$ cat src/rtl/soft_ides_n.sv
// soft_ides_n: soft serial-to-parallel deserialiser, LANES lanes sharing one word boundary, with bitslip.
// Defining SOFT_IDES_AUTO_ALIGN_EN adds a lane-0 training-word auto-align FSM driving locked_o.
module soft_ides_n #(
    parameter int unsigned WIDTH   = 16,
    parameter int unsigned LANES   = 1,
    parameter logic [15:0] TRAIN   = 16'h00FF,
    parameter int unsigned MATCH_N = 4
) (
    input  logic                   clk,
    input  logic                   rst,
    input  logic [LANES-1:0]       data_i,
    input  logic                   calib,
    output logic [LANES*WIDTH-1:0] q_o,
    output logic                   valid_o,
    output logic                   pclk_o,
    output logic                   locked_o
);
    localparam int unsigned CW = $clog2(WIDTH);
    localparam logic [CW-1:0] LAST = CW'(WIDTH - 1);
    localparam logic [CW-1:0] HALF = CW'(WIDTH / 2);

    logic [CW-1:0]                cnt;
    logic [LANES-1:0][WIDTH-1:0]  sr;
    logic [LANES*WIDTH-1:0]       word;
    logic                         slip;
    logic                         capture;
    logic                         int_slip;
    logic                         unused_bits;

    // Word completes with the bit being sampled now, so capture needs no extra pipeline stage.
    always_comb begin
        word = '0;
        for (int unsigned l = 0; l < LANES; l++) begin
            word[l*WIDTH +: WIDTH] = {data_i[l], sr[l][WIDTH-1:1]};
        end
    end

    assign slip    = calib | int_slip;
    assign capture = !slip && (cnt == LAST);

    always_ff @(posedge clk) begin
        if (rst) begin
            cnt     <= '0;
            sr      <= '0;
            q_o     <= '0;
            valid_o <= 1'b0;
            pclk_o  <= 1'b0;
        end else begin
            valid_o <= capture;
            pclk_o  <= (cnt < HALF);
            if (!slip) begin
                for (int unsigned l = 0; l < LANES; l++) begin
                    sr[l] <= {data_i[l], sr[l][WIDTH-1:1]};
                end
                cnt <= (cnt == LAST) ? '0 : cnt + CW'(1);
            end
            if (capture) begin
                q_o <= word;
            end
        end
    end

    assign unused_bits = ^{sr, TRAIN, MATCH_N};

`ifdef SOFT_IDES_AUTO_ALIGN_EN
    typedef enum logic [1:0] {SEARCH, CHECK, LOCKED} state_t;

    state_t     state, state_nx;
    logic [3:0] mcnt, mcnt_nx;
    logic       slip_nx;
    logic       match;

    assign match = (word[WIDTH-1:0] == TRAIN[WIDTH-1:0]);

    always_ff @(posedge clk) begin
        if (rst) begin
            state    <= SEARCH;
            mcnt     <= '0;
            int_slip <= 1'b0;
        end else begin
            state    <= state_nx;
            mcnt     <= mcnt_nx;
            int_slip <= slip_nx;
        end
    end

    // A rejected word requests one slip on the following cycle, which lands at cnt==0.
    always_comb begin
        state_nx = state;
        mcnt_nx  = mcnt;
        slip_nx  = 1'b0;
        case (state)
            SEARCH: begin
                if (capture) begin
                    if (match) begin
                        mcnt_nx  = 4'd1;
                        state_nx = (4'd1 == 4'(MATCH_N)) ? LOCKED : CHECK;
                    end else begin
                        slip_nx = 1'b1;
                    end
                end
            end
            CHECK: begin
                if (capture) begin
                    if (match) begin
                        mcnt_nx = mcnt + 4'd1;
                        if (mcnt + 4'd1 == 4'(MATCH_N)) begin
                            state_nx = LOCKED;
                        end
                    end else begin
                        state_nx = SEARCH;
                        mcnt_nx  = '0;
                        slip_nx  = 1'b1;
                    end
                end
            end
            LOCKED: begin
                if (calib) begin
                    state_nx = SEARCH;
                    mcnt_nx  = '0;
                end
            end
            default: begin
                state_nx = SEARCH;
                mcnt_nx  = '0;
            end
        endcase
    end

    assign locked_o = (state == LOCKED);
`else
    assign int_slip = 1'b0;
    assign locked_o = 1'b0;
`endif

endmodule
$ cat config.mk
export PLATFORM = sky130hd
export DESIGN_NAME = soft_ides_n
export DESIGN_NICKNAME = d
export VERILOG_FILES = /design/src/rtl/soft_ides_n.sv
export SDC_FILE = /design/constraint.sdc
export NUM_CORES = 1
export LEC_CHECK = 0
export CAP_MARGIN = 0
export CORE_ASPECT_RATIO = 1.25
export CORE_MARGIN = 5
export CORE_UTILIZATION = 37
export DETAILED_ROUTE_END_ITERATION = 12
export PLACE_DENSITY = 0.66
export SLEW_MARGIN = 20
export SYNTH_ARGS = -nofsm -noshare
export SYNTH_HDL_FRONTEND = slang
export SYNTH_SLANG_ARGS = --single-unit
$ cat constraint.sdc
create_clock -name clk -period 3.2 [get_ports clk]
set_input_delay 0.48 -clock clk [delete_from_list [all_inputs] [get_ports clk]]
set_output_delay 0.48 -clock clk [all_outputs]
set_load 0.005 [all_outputs]
# Yosys cells after proc, flatten, opt, wreduce, memory -nomap -nowiden
# Cells that the tools add are included.
dict set report classes {
  addsub 1
  magnitude_cmp 1
  eq_ne 1
  mux 1
  reduce_logical 2
}
# cell count
set op_table {}
lappend op_table {{4-bit by 1-bit adder with 4-bit output (second input constant)} 1}
lappend op_table {{4-bit == test (second input constant)} 1}
lappend op_table {{4-bit less-than comparator (second input constant)} 1}
lappend op_table {{4-bit two-way mux} 1}
lappend op_table {{1-bit logical AND} 1}
lappend op_table {{1-bit zero test} 1}
dict set report totals {
  register_bits 38
  input_bits 4
  out_inout_bits 19
  elab_cells 11
}

# Logic depth before layout (Yosys ltp)
dict set report depth {
  depth_word 2
  depth_mapped 6
}

# Worst setup path before layout
# Ideal clock, no wire load.
dict set report synth_path {
  path_type {input-to-reg}
  from {input calib}
  to {register q_o[10]}
  setup_ns 0.117
  arrival_time_ns 1.264
  t_required_ns 3.083
  slack_ns 1.819
  cell_stages 5
  path_cell_list {nand4b_1 > nor2b_1 > buf_6 > buf_6 > a22o_1}
}
dict set report synth_via {
  elab_chain_len 2
}
# item line
set synth_lines {}
lappend synth_lines {{start, declared} 12} ;# input logic calib,
lappend synth_lines {{1-bit zero test} --}
lappend synth_lines {{1-bit logical AND} 39} ;# assign capture = !slip && (cnt == LAST);
lappend synth_lines {{end signal, assigned} 58} ;# q_o <= word;
lappend synth_lines {{end, declared} 13} ;# output logic [LANES*WIDTH-1:0] q_o,
# Every way passes these cells.
# A chain may end at the register's enable or synchronous reset.

==> flow_summary_export.csv <==
group,metric,value,unit
worst_setup_path,worstSetupPathType,"input pin to register",
sta,setup_viol,0,
floorplan,fp-row-count,23,
status,status,"completed",
floorplan,core,3250,µm²
clock_tree,clk_path_buf_depth,2,
cells_and_area,fillerInstances,300,
placement,place_congestion,0.675,
route,vias_per_cell,5.10,
clock_tree,numCtsBuffers,5,
sta,layout_min_cycle_time,1.77,ns
global_routing,grt_pass1_wl,3.89,mm
global_routing,grt_util_all_layers,0.106,
logic_synthesis,netlist_area,1260,µm²
worst_setup_path,cp_slowest_stage_delay,0.61,ns
clock_tree,clock_sinks,37,
placement,dp_cells,160,
global_routing,grt_max_degree,21,
global_routing,grt_pass1_vias,873,
placement,port_buffers,21,
hold_path,hold_class,"register to register",
worst_setup_path,slowest_stage,"nor2_2",
floorplan,io_pins,23,
route,postRouteAntennaNets,0,
global_routing,antenna_found_initial,0,
global_routing,busiest_layer,"met2",
route,drc_errors,0,
route,vias,856,
cells_and_area,final_cells,168,
logic_synthesis,syn_inst,108,
run,drv_cap,0,
worst_setup_path,cp_max_fo,20,
cells_and_area,utilization,0.490,
cells_and_area,final_common_cell,"dfxtp_1",
worst_setup_path,crit_chain,"clkdlybuf4s50_1, buf_4, nor2_2, a22o_1",
power_and_ir_drop,ir_worst_vdd,0.307,mV
clock_tree,htree_levels,2,
clock_tree,cts_hold_buf,0,
placement,placed_area,1480,µm²
sta,finalHoldViolations,0,
floorplan,fp.dieW,62.2,µm
global_routing,use_met2,0.174,
cells_and_area,fin_nets,135,
clock_tree,clk_latency,0.28,ns
route,wl_per_cell,14.1,µm
floorplan,die_area,4680,µm²
worst_setup_path,end_kind,"register",
placement,post-place-ws,1.14,ns
worst_setup_path,required,3.42,ns
cells_and_area,diodes,0,
sta,finalSetupTns,0,ns
sta,maxSlewViolCount,0,
sta,fmax,0.566,GHz
clock_tree,cts_tree,"built",
cells_and_area,synthToLayoutAreaGrowth,26.4,%
global_routing,grt_util_met1,0.122,
logic_synthesis,synth-seq-cells,37,
cells_and_area,drive_gt1_frac,0.0840,
sta,rsz0062_at_grt,"no",
logic_synthesis,synth_fp_nets,113,
cells_and_area,post-route-cell-area,1590,µm²
logic_synthesis,synth_cell_types,18,
route,drt_iter0_markers,23,
cells_and_area,final_cell_mix,"37 x dfxtp_1, 21 x clkdlybuf4s50_1, 19 x nor2_1",
clock_tree,clockRootBuffer,"clkbuf_8",
clock_tree,postCtsSetupRepairBufs,0,
power_and_ir_drop,power_density,570,nW/µm²
sta,post-route-period-util,0.553,
sta,finClkSkew,0.00557,ns
logic_synthesis,syn_avg_cell_area,11.7,µm²
floorplan,die_h,75.2,µm
clock_tree,clk_pin_slew,0.07,ns
global_routing,gr-total-overflow,0,
power_and_ir_drop,p_leak,0.000645,µW
worst_setup_path,arrival,1.99,ns
placement,hpwl,1.52,mm
sta,worst_pin_slew,0.744,ns
clock_tree,cts_resized,0,
floorplan,start_util,0.387,
worst_setup_path,worstSetupStartpointType,"input pin",
logic_synthesis,seq_area_frac_synth,0.588,
logic_synthesis,synth_warnings,0,
sta,fin_ws,1.43,ns
global_routing,grt_util_met3,0.0343,
sta,slew_headroom,0.503,
route,wl,2.38,mm
route,firstDrtPassIters,4,
==> kinds of logic (layout without fill, tap and decap cells) <==
family,count (synthesis),after routing,synth area share
other,1,1,0.00298
and+or+nand+nor,25,25,0.0904
DFF,37,37,0.588
xor gates and xnor gates,2,2,0.0139
buffers and inverters,8,31,0.0457
AOI/OAI and AO/OA,18,18,0.122
adders and majority gates,1,1,0.00993
muxes,16,16,0.127
==> state kept, by name (all words and copies together), names as in the netlist <==
register	cells
pclk_o	1
q_o	16
cnt	4
sr	15
valid_o	1
==> critical path: cells and delay by family <==
| kind | cells | cell delay (ns) |
|---|---|---|
| buf+inv | 2 | 0.66 |
| simple gates | 1 | 0.61 |
| compound gates | 1 | 0.23 |
==> layer usage <==
| layer | wire length, µm | part of all wire | vias to the layer above |
|---|---|---|---|
| li1 | - | - | 419 |
| met1 | 1080 | 0.46 | 412 |
| met2 | 1150 | 0.49 | 20 |
| met3 | 90 | 0.038 | 5 |
| met4 | 48 | 0.020 | 0 |
| met5 | 0 | 0 | - |
==> path summary, 6_finish.rpt <==
kind | end | cells after the start | startpoint | slack (ns)
max | q_o[13] | 4 | rst | 1.43
min | q_o[0] | 1 | sr[1] | 0.48
max reg2reg | q_o[11] | 4 | cnt[0] | 1.57
min reg2reg | q_o[0] | 1 | sr[1] | 0.48
==> report_power, final <==
part           total, µW  internal [µW]  switching (µW)
logic               31.6           14.0            17.6
clock network        409            254             155
registers            467            464            2.99
total                908            732             176
==> per-stage QoR <==
step           hold slack [ns]  power [µW]
2_1_floorplan            0.437         502
3_3_place_gp             0.448         509
3_5_place_dp             0.458         510
4_1_cts                  0.475         922
5_1_grt                  0.497         942
6_report                 0.476         908
==> synthesized netlist by cell type, drive strengths merged <==
library cell / n / area share
nand4b: 2 / 0.014
mux2i: 16 / 0.13
nor2b: 2 / 0.0099
buf: 7 / 0.043
a22o: 16 / 0.11
xnor2: 2 / 0.014
a311oi: 1 / 0.0070
a21oi: 1 / 0.0040
conb: 1 / 0.0030
ha: 1 / 0.0099
and2: 1 / 0.0050
dfxtp: 37 / 0.59
clkbuf: 1 / 0.0030
nor2: 20 / 0.062
==> area by class of cell <==
type	count	area (µm²)	area share
repair buffers	23	225	0.141
well taps	37	46.3	0.0291
clock buffers	7	86.3	0.0542
flip-flops and latches	37	741	0.465
multi-input cells	63	464	0.291
clock inverters	1	30.0	0.0189
Power figures use the tool's default switching activity.
